[config.mk]
export PLATFORM = sky130hd
export DESIGN_NAME = uart_rx_ext
export DESIGN_NICKNAME = d
export VERILOG_FILES = /design/src/rtl/uart_rx_ext.sv
export SDC_FILE = /design/constraint.sdc
export NUM_CORES = 1
export LEC_CHECK = 0
export ABC_AREA = 1
export CAP_MARGIN = 0
export CORE_MARGIN = 4
export CORE_UTILIZATION = 57
export DETAILED_ROUTE_END_ITERATION = 10
export HOLD_SLACK_MARGIN = 0.06
export PLACE_DENSITY = 0.84
export SLEW_MARGIN = 20
export SYNTH_ARGS = -nofsm -noshare
export SYNTH_HDL_FRONTEND = slang
export SYNTH_SLANG_ARGS = --single-unit
export TNS_END_PERCENT = 30
[constraint.sdc]
create_clock -name clk -period 1.7 [get_ports clk]
set_clock_uncertainty 0.05 [all_clocks]
set_input_delay 0.255 -clock clk [delete_from_list [all_inputs] [get_ports clk]]
set_output_delay 0.255 -clock clk [all_outputs]
set_load 0.02 [all_outputs]
[src/rtl/uart_rx_ext.sv]
`default_nettype none
// ============================================================================
//  Module   : uart_rx_ext
//  Purpose  : Parametrised UART receiver. Configurable data width, parity
//             and stop bits, 3-sample majority voting, false-start
//             rejection, framing/parity flags, overrun pulse and a held
//             valid/ready character output.
//  Revision : 1.0  initial release
// ============================================================================
module uart_rx_ext #(
  parameter int CLK_FRE   = 100,
  parameter int BAUD_RATE = 9600,
  parameter int DATA_BITS = 8,
  parameter int PARITY    = 0,
  parameter int STOP_BITS = 1
) (
  input  logic                 clk,
  input  logic                 rst_n,
  input  logic                 rx_pin,
  input  logic                 rx_data_ready,
  output logic [DATA_BITS-1:0] rx_data,
  output logic                 rx_data_valid,
  output logic                 frame_err,
  output logic                 parity_err,
  output logic                 overrun,
  output logic                 rx_busy
);

  localparam int CYCLE = CLK_FRE * 1000000 / BAUD_RATE;
  localparam int HALF  = CYCLE / 2;

  localparam logic [15:0] CNT_LAST = 16'(CYCLE - 1);
  localparam logic [15:0] CNT_S0   = 16'(HALF - 1);
  localparam logic [15:0] CNT_S1   = 16'(HALF);
  localparam logic [15:0] CNT_DEC  = 16'(HALF + 1);

  localparam logic [2:0] S_IDLE   = 3'd0;
  localparam logic [2:0] S_START  = 3'd1;
  localparam logic [2:0] S_DATA   = 3'd2;
  localparam logic [2:0] S_PARITY = 3'd3;
  localparam logic [2:0] S_STOP   = 3'd4;

  generate
    if ((DATA_BITS < 5) || (DATA_BITS > 9)) begin : g_bad_data_bits
      $error("uart_rx_ext: DATA_BITS must be in 5..9");
    end
    if ((PARITY < 0) || (PARITY > 2)) begin : g_bad_parity
      $error("uart_rx_ext: PARITY must be 0, 1 or 2");
    end
    if ((STOP_BITS != 1) && (STOP_BITS != 2)) begin : g_bad_stop_bits
      $error("uart_rx_ext: STOP_BITS must be 1 or 2");
    end
    if ((CYCLE < 8) || (CYCLE > 65536)) begin : g_bad_cycle
      $error("uart_rx_ext: CYCLE must be 8..65536 clocks per bit");
    end
  endgenerate

  logic [2:0]           state;
  logic [2:0]           state_nxt;
  logic                 rx_meta;
  logic                 rx_sync;
  logic                 rx_prev;
  logic                 fall;
  logic [15:0]          cnt;
  logic                 bit_end;
  logic                 decide;
  logic                 samp0;
  logic                 samp1;
  logic                 maj;
  logic [3:0]           bit_idx;
  logic                 stop_idx;
  logic                 last_data;
  logic                 last_stop;
  logic [DATA_BITS-1:0] shreg;
  logic                 par_expected;
  logic                 fe_pending;
  logic                 pe_pending;
  logic                 complete;

  assign fall         = rx_prev & ~rx_sync;
  assign bit_end      = (cnt == CNT_LAST);
  assign decide       = (cnt == CNT_DEC);
  assign maj          = (samp0 & samp1) | (samp0 & rx_sync) | (samp1 & rx_sync);
  assign last_data    = (bit_idx == 4'(DATA_BITS - 1));
  assign last_stop    = (STOP_BITS == 1) || stop_idx;
  assign par_expected = (PARITY == 1) ? ~(^shreg) : (^shreg);

  // Two-flop synchroniser plus previous-value flop for falling-edge detection
  always_ff @(posedge clk or negedge rst_n) begin
    if (!rst_n) begin
      rx_meta <= 1'b1;
      rx_sync <= 1'b1;
      rx_prev <= 1'b1;
    end else begin
      rx_meta <= rx_pin;
      rx_sync <= rx_meta;
      rx_prev <= rx_sync;
    end
  end

  // FSM state register
  always_ff @(posedge clk or negedge rst_n) begin
    if (!rst_n) begin
      state <= S_IDLE;
    end else begin
      state <= state_nxt;
    end
  end

  // FSM next-state logic; completion leaves STOP at the final decision point
  always_comb begin
    state_nxt = state;
    case (state)
      S_IDLE:   if (fall) state_nxt = S_START;
      S_START: begin
        if (decide && maj) state_nxt = S_IDLE;
        else if (bit_end)  state_nxt = S_DATA;
      end
      S_DATA:   if (bit_end && last_data) state_nxt = (PARITY != 0) ? S_PARITY : S_STOP;
      S_PARITY: if (bit_end) state_nxt = S_STOP;
      S_STOP:   if (decide && last_stop) state_nxt = S_IDLE;
      default:  state_nxt = S_IDLE;
    endcase
  end

  // FSM outputs: busy flag and character-complete strobe
  always_comb begin
    rx_busy  = (state != S_IDLE);
    complete = (state == S_STOP) && decide && last_stop;
  end

  // Bit-period counter, held at zero while idle
  always_ff @(posedge clk or negedge rst_n) begin
    if (!rst_n) begin
      cnt <= '0;
    end else if ((state == S_IDLE) || bit_end) begin
      cnt <= '0;
    end else begin
      cnt <= cnt + 16'd1;
    end
  end

  // Early mid-bit samples and data/stop bit indices
  always_ff @(posedge clk or negedge rst_n) begin
    if (!rst_n) begin
      samp0    <= 1'b0;
      samp1    <= 1'b0;
      bit_idx  <= '0;
      stop_idx <= 1'b0;
    end else begin
      if (cnt == CNT_S0) samp0 <= rx_sync;
      if (cnt == CNT_S1) samp1 <= rx_sync;
      if (state != S_DATA)  bit_idx <= '0;
      else if (bit_end)     bit_idx <= bit_idx + 4'd1;
      if (state != S_STOP)  stop_idx <= 1'b0;
      else if (bit_end)     stop_idx <= 1'b1;
    end
  end

  // Character assembly and pending error flags for the frame in flight
  always_ff @(posedge clk or negedge rst_n) begin
    if (!rst_n) begin
      shreg      <= '0;
      fe_pending <= 1'b0;
      pe_pending <= 1'b0;
    end else begin
      if (state == S_IDLE) begin
        fe_pending <= 1'b0;
        pe_pending <= 1'b0;
      end
      if ((state == S_DATA) && decide) shreg <= {maj, shreg[DATA_BITS-1:1]};
      if ((state == S_PARITY) && decide && (maj != par_expected)) pe_pending <= 1'b1;
      if ((state == S_STOP) && decide && !maj) fe_pending <= 1'b1;
    end
  end

  // Held output character with valid/ready handshake and overrun pulse
  always_ff @(posedge clk or negedge rst_n) begin
    if (!rst_n) begin
      rx_data       <= '0;
      rx_data_valid <= 1'b0;
      frame_err     <= 1'b0;
      parity_err    <= 1'b0;
      overrun       <= 1'b0;
    end else begin
      overrun <= 1'b0;
      if (complete) begin
        if (rx_data_valid && !rx_data_ready) begin
          // Consumer still holds the previous character: drop the new one
          overrun <= 1'b1;
        end else begin
          rx_data       <= shreg;
          frame_err     <= fe_pending | ~maj;
          parity_err    <= pe_pending;
          rx_data_valid <= 1'b1;
        end
      end else if (rx_data_valid && rx_data_ready) begin
        rx_data_valid <= 1'b0;
        frame_err     <= 1'b0;
        parity_err    <= 1'b0;
      end
    end
  end

endmodule
`default_nettype wire

==> results of run 1 <==
-- power groups by stage --
stage,registers (mW),logic [mW],clock network (mW)
6_report,1.39,0.854,0.838
5_1_grt,1.40,0.964,0.894
4_1_cts,1.38,0.757,0.842
3_5_place_dp,1.40,0.753,0
3_3_place_gp,1.39,0.725,0
2_1_floorplan,1.38,0.492,0
-- worst max-delay path by stage --
stage	endpoint	depth (start not counted)
floorplan	rx_data[7]	10
global placement	rx_data[5]	9
detailed placement	rx_data[1]	9
CTS	cnt[14]	10
global route	state[1]	11
finish	rx_data_valid	1
-- cell usage in the layout (no fill, tap or decap), drive strengths merged, types with 2 or more instances in the layout --
| cell | netlist | layout |
|---|---|---|
| nor2 | 30 | 30 |
| a31oi | 2 | 2 |
| nor3 | 8 | 8 |
| nor3b | 2 | 2 |
| a21oi | 15 | 15 |
| o21ai | 29 | 29 |
| xnor2 | 4 | 4 |
| clkdlybuf4s50 | 0 | 14 |
| clkbuf | 0 | 6 |
| inv | 43 | 43 |
| dfrtp | 47 | 47 |
| buf | 2 | 17 |
| nand4 | 3 | 3 |
| ha | 4 | 4 |
| clkinv | 2 | 3 |
| nand2 | 73 | 73 |
| xor2 | 2 | 2 |
| nand3 | 24 | 25 |
| dfstp | 3 | 3 |
-- final cells by class --
class	instances	area [sq um]
Multi-Input combinational cell	201	1140
Timing Repair Buffer	33	297
Tap cell	50	62.6
Clock buffer	6	72.6
Clock inverter	2	38.8
Sequential cell	50	1260
Fill cell	299	1100
Inverter	45	174
-- routing by layer --
layer	share of wire (%)	global-route usage, %	vias to the layer above
li1	-	-	1039
met1	44	28.7	1007
met2	50	35.5	49
met3	4.6	4.73	10
met4	1.1	6.72	0
met5	0	0	-
-- state kept, by name, indices dropped and copies added, names as in the netlist --
| signal | count |
|---|---|
| samp0 | 1 |
| state | 3 |
| rx_meta | 1 |
| rx_data_valid | 1 |
| bit_idx | 4 |
| cnt | 16 |
| pe_pending | 1 |
| frame_err | 1 |
| samp1 | 1 |
| overrun | 1 |
| rx_prev | 1 |
| rx_sync | 1 |
| fe_pending | 1 |
| parity_err | 1 |
| shreg | 8 |
| rx_data | 8 |
-- what timing repair did --
| item | in CTS | in global routing |
|---|---|---|
| cloned | 1 | 0 |
| resized for setup | 3 | 15 |
| hold buffers | 1 | 0 |
| pin swaps | 0 | 5 |
| setup endpoints to repair | 9 | 41 |
| buffers inserted | 0 | 4 |
| hold endpoints to repair | 19 | 0 |
-- cell families after synthesis --
family / count (synthesis) / synth area share (%)
AND/OR/NAND/NOR: 141 / 26.9
buffers and inverters: 47 / 7.69
adder cells (fa/ha/maj): 4 / 1.99
AO/OA/AOI/OAI: 49 / 11.6
flip-flops: 50 / 49.8
XOR/XNOR: 6 / 2.08
-- stage by stage --
stage	area, sq um	cells
detailed placement	2820	373
global placement	2820	373
floorplan	2520	297
finish	3040	387
CTS	2960	383
global route	3040	387
==> impl_metrics.toml, run 1 <==
[final_layout]
area_growth_pct = 20.7
finish.utilization_pct = 73.5
antenna_cells = 0
drive_above_1_share_pct = 21.4
layout.nets = 344

[sta]
rsz0062_at_grt = "true"
maxSlewHeadroom_pct = 63.8
fmax_mhz = 605
finalMaxSlewViolations = 0
hold-worst-slack_ns = 0.303
hold_violations = 0
worst_pin_slew_ns = 0.543
min_period_ns = 1.65
fin_tns_setup_ns = 0
finalSetupViolations = 0
period_share_pct = 97.3
layout_setup_ws_ns = 0.0465

[synthesis]
synth_ff_type = "dfrtp_1"
yosysWarnings = 0
synth.most_common_cell = "nand2_1"
yosys.cell_types.count = 31
synth_seq_cells = 50
synth_edf_count = 0
synth_cells = 297
synth_area_sq_mm = 0.00252
synth_area_leaders = "dfrtp_1 47%, nand2_1 9.8%, inv_1 5.5%, nand3_1 4.6%, nor2_1 3.4%"
ys_seq_area_share_pct = 49.8
yosys-top-cells-count = "66 x nand2_1, 47 x dfrtp_1, 37 x inv_1"
synth_top_area_cell = "dfrtp_1"
synth.net_count = 305
avgSynthCellArea_sq_um = 8.49
synth-async-reset-ratio_pct = 100
yosysTopAreaCellShare_pct = 46.7

[worst_hold_path]
min_path_type = "in -> reg"
hp-start = "rx_pin"
hold_end = "rx_meta"
holdPathStages = 1

[pwr]
clock_power_share_pct = 27.2
max-vdd-ir-drop_mv = 0.580
internal_power_mw = 2.04
cellLeakagePower_nw = 1.44
p_per_area_mw_per_mm2 = 1010
p_total_mw = 3.08
sw_frac_of_total_pct = 33.7
share_comb_of_total_power_pct = 27.7
p_sw_mw = 1.04
power_frac_seq_pct = 45.1

[setup_path]
rr_worst_depth = 9
path_cells = "clkdlybuf4s50_1"
reg2reg_to = "shreg[3]"
endpoint_kind = "output pin"
rrSetupSlack_ns = 0.08
crit_type = "reg -> out"
crit_slowest_cell = "clkdlybuf4s50_1"
path_buf_inv = 1
r2r-start = "cnt[0]"
cp_slowest_stage_delay_ns = 0.63
start_kind = "register"
required_ns = 1.39
timing.critical_path.from = "rx_data_valid"
worst-path-max-fanout = 3
arrival_ns = 1.35
critPathTopFamily = "buffers and inverters"

[die]
core_area_sq_mm = 0.00414
initial_utilization_pct = 60.8
die_x_microns = 74.5
die-height_microns = 74.5
num_rows = 23
pin_count = 17
die_area_sq_mm = 0.00555

[global_route]
track_usage_pct = 21.6
grt_max_degree = 22
antenna_found_initial = 0
grt_overflow = 0
grt_pass1_vias = 2067
grt_first_pass_wirelength_microns = 9220

[drt]
firstDrtPassIters = 4
drt_wl_total_microns = 5590
wire_per_inst_microns = 14.4
drc_errors = 0
ant_nets = 0
routed_via_density = 5.44
drtIter0Drc = 120
vias = 2105

[clock_tree]
cts_sinks = 50
root_buffer = "clkbuf_8"
cts_tree = "done"
cts.clk_slew.worst_paths_ns = 0.10
numCtsBuffers = 5
clk_path_buf_depth = 2
htree_levels = 2
worstSkewPairLatency_ns = 0.31

[place]
io_buffers = 16
dp_slack_ns = -0.0132
dp_hpwl_microns = 3830
gp_congestion = 0.864

[job]
cap_viol_max_count = 0

[run_status]
status = "finished, final reports clean"
Note: power is estimated with default switching activity, not from simulation.
==> run 2, diff against run 1 <==
--- a/config.mk
+++ b/config.mk
@@ -6,6 +6,7 @@
 export NUM_CORES = 1
 export LEC_CHECK = 0
 export ABC_AREA = 1
+export ABC_CLOCK_PERIOD_IN_PS = 1700
 export CAP_MARGIN = 0
 export CORE_MARGIN = 4
 export CORE_UTILIZATION = 57
==> results of run 2 <==
The final DEF is identical to that of run 1; final timing and power are the same.
==> run 3, diff against run 2 <==
--- a/config.mk
+++ b/config.mk
@@ -10,9 +10,10 @@
 export CAP_MARGIN = 0
 export CORE_MARGIN = 4
 export CORE_UTILIZATION = 57
+export CTS_CLUSTER_SIZE = 12
 export DETAILED_ROUTE_END_ITERATION = 10
 export HOLD_SLACK_MARGIN = 0.06
-export PLACE_DENSITY = 0.84
+export PLACE_DENSITY_LB_ADDON = 0.2
 export SLEW_MARGIN = 20
 export SYNTH_ARGS = -nofsm -noshare
 export SYNTH_HDL_FRONTEND = slang
==> impl_metrics.toml, run 3 (same netlist as run 1, synthesis figures left out) <==
[clock_tree]
root_buffer = "clkbuf_8"
worstSkewPairLatency_ns = 0.31
htree_levels = 2
numCtsBuffers = 5
cts_sinks = 50
cts.clk_slew.worst_paths_ns = 0.09
clk_path_buf_depth = 2
cts_tree = "done"

[final_layout]
area_growth_pct = 22.1
largest_register_ff_count = 16
largest_register = "cnt"
drive_above_1_share_pct = 22.2
final_common_cell = "nand2_1"
antenna_cells = 0
reg_top3 = "cnt: 16 flops, rx_data: 8 flops, shreg: 8 flops"
layout.nets = 345
final_cell_mix = "62 x nand2_1, 47 x dfrtp_1, 37 x inv_1"

[run_status]
status = "finished, final reports clean"

[place]
dp_hpwl_microns = 3540
gp_congestion = 0.783
io_buffers = 16

[setup_path]
worst-path-max-fanout = 5
crit_type = "reg -> reg"
r2r-start = "cnt[0]"
arrival_ns = 1.80
endpoint_kind = "register"
reg2reg_to = "bit_idx[3]"
required_ns = 1.85
timing.critical_path.from = "cnt[0]"
rr_worst_depth = 11
start_kind = "register"
rrSetupSlack_ns = 0.04

[sta]
finalMaxSlewViolations = 0
min_period_ns = 1.66
hold-worst-slack_ns = 0.309
worst_pin_slew_ns = 0.632
finalSetupViolations = 0
hold_violations = 0
period_share_pct = 97.5
rsz0062_at_grt = "true"
maxSlewHeadroom_pct = 57.7
fmax_mhz = 603
fin_tns_setup_ns = 0

[die]
die-height_microns = 74.5
die_area_sq_mm = 0.00555
num_rows = 23
die_x_microns = 74.5
pin_count = 17
core_area_sq_mm = 0.00414
initial_utilization_pct = 60.8

[global_route]
track_usage_pct = 20.1
met1_usage_pct = 26.6
grt_max_degree = 51
antenna_found_initial = 0
grt_pass1_vias = 2061
grt_use_met3_pct = 3.65
grt_overflow = 0
grt_busiest_layer = "met2"
grt_util_met2_pct = 32.4
grt_first_pass_wirelength_microns = 8540

[job]
cap_viol_max_count = 0

[drt]
firstDrtPassIters = 4
routed_via_density = 5.43
drt_wl_total_microns = 5500
wire_per_inst_microns = 14.2
drc_errors = 0
ant_nets = 0
drtIter0Drc = 173
vias = 2105

[pwr]
p_per_area_mw_per_mm2 = 1000
cellLeakagePower_nw = 1.42
max-vdd-ir-drop_mv = 0.569

[worst_hold_path]
min_path_type = "in -> reg"
holdPathStages = 1
hp-start = "rx_pin"
hold_end = "rx_meta"
==> run 3: cell count changes in the layout (fill, tap and decap cells not counted), sizes merged <==
cell and delta:
nand3 +2, clkinvlp +1, buf -1, inv +1
clkinv -2
==> run 3: routing by layer <==
| metal | routed length, microns | share of wire [%] |
|---|---|---|
| met5 | 0 | 0 |
| met4 | 125 | 2.3 |
| met3 | 248 | 4.5 |
| met2 | 2590 | 47 |
| met1 | 2530 | 46 |
==> run 3: worst max path at each step <==
stage                            end  slack [ns]
after floorplan           rx_data[7]        0.11
after global placement    rx_data[1]        0.03
after detailed placement  rx_data[1]       -0.02
after CTS                 rx_data[1]       -0.03
after global routing        state[1]       -0.10
final                     bit_idx[3]        0.04
==> run 3: repair_timing <==
action / CTS / global route
gates resized for setup: 2 / 19
setup buffers: 0 / 4
pin swaps: 0 / 4
gates cloned: 0 / 3
endpoints found under the setup margin: 10 / 41
hold buffers: 1 / 0
hold endpoints to repair: 47 / 0
==> run 3: per-stage QoR <==
step	util [%]	worst slack, ns	cells	area, sq um	power, mW
floorplan	-	0.111	297	2520	1.87
global placement	67.8	0.0338	372	2810	2.12
detailed placement	67.8	-0.0190	372	2810	2.14
CTS	70.8	-0.0333	381	2930	2.98
global route	74.3	-0.100	388	3080	3.27
finish	74.3	0.0427	388	3080	3.09
==> run 3: critical path: stages (launching register included) <==
cell and delay (ns):
dfrtp_1 0.41, ha_2 0.21, nand2_2 0.08, nor2_4 0.15
inv_2 0.06, nor2_2 0.09, nand2_2 0.10, nand2_2 0.09
inv_2 0.05, buf_4 0.13, nand2_1 0.06, o31ai_2 0.06
==> run 3: area by class of cell <==
cell class / count / area, sq um
clock buffers: 6 / 72.6
clock inverters: 2 / 37.5
fillers: 317 / 1070
inverters: 45 / 175
multi-input cells: 203 / 1190
flip-flops and latches: 50 / 1250
well taps: 50 / 62.6
repair buffers: 32 / 289
==> run 3: power by group <==
part	internal (mW)	leakage [nW]	total, mW	switching [mW]
Combinational	0.310	0.690	0.849	0.539
Sequential	1.28	0.679	1.39	0.106
Clock	0.439	0.0514	0.847	0.408
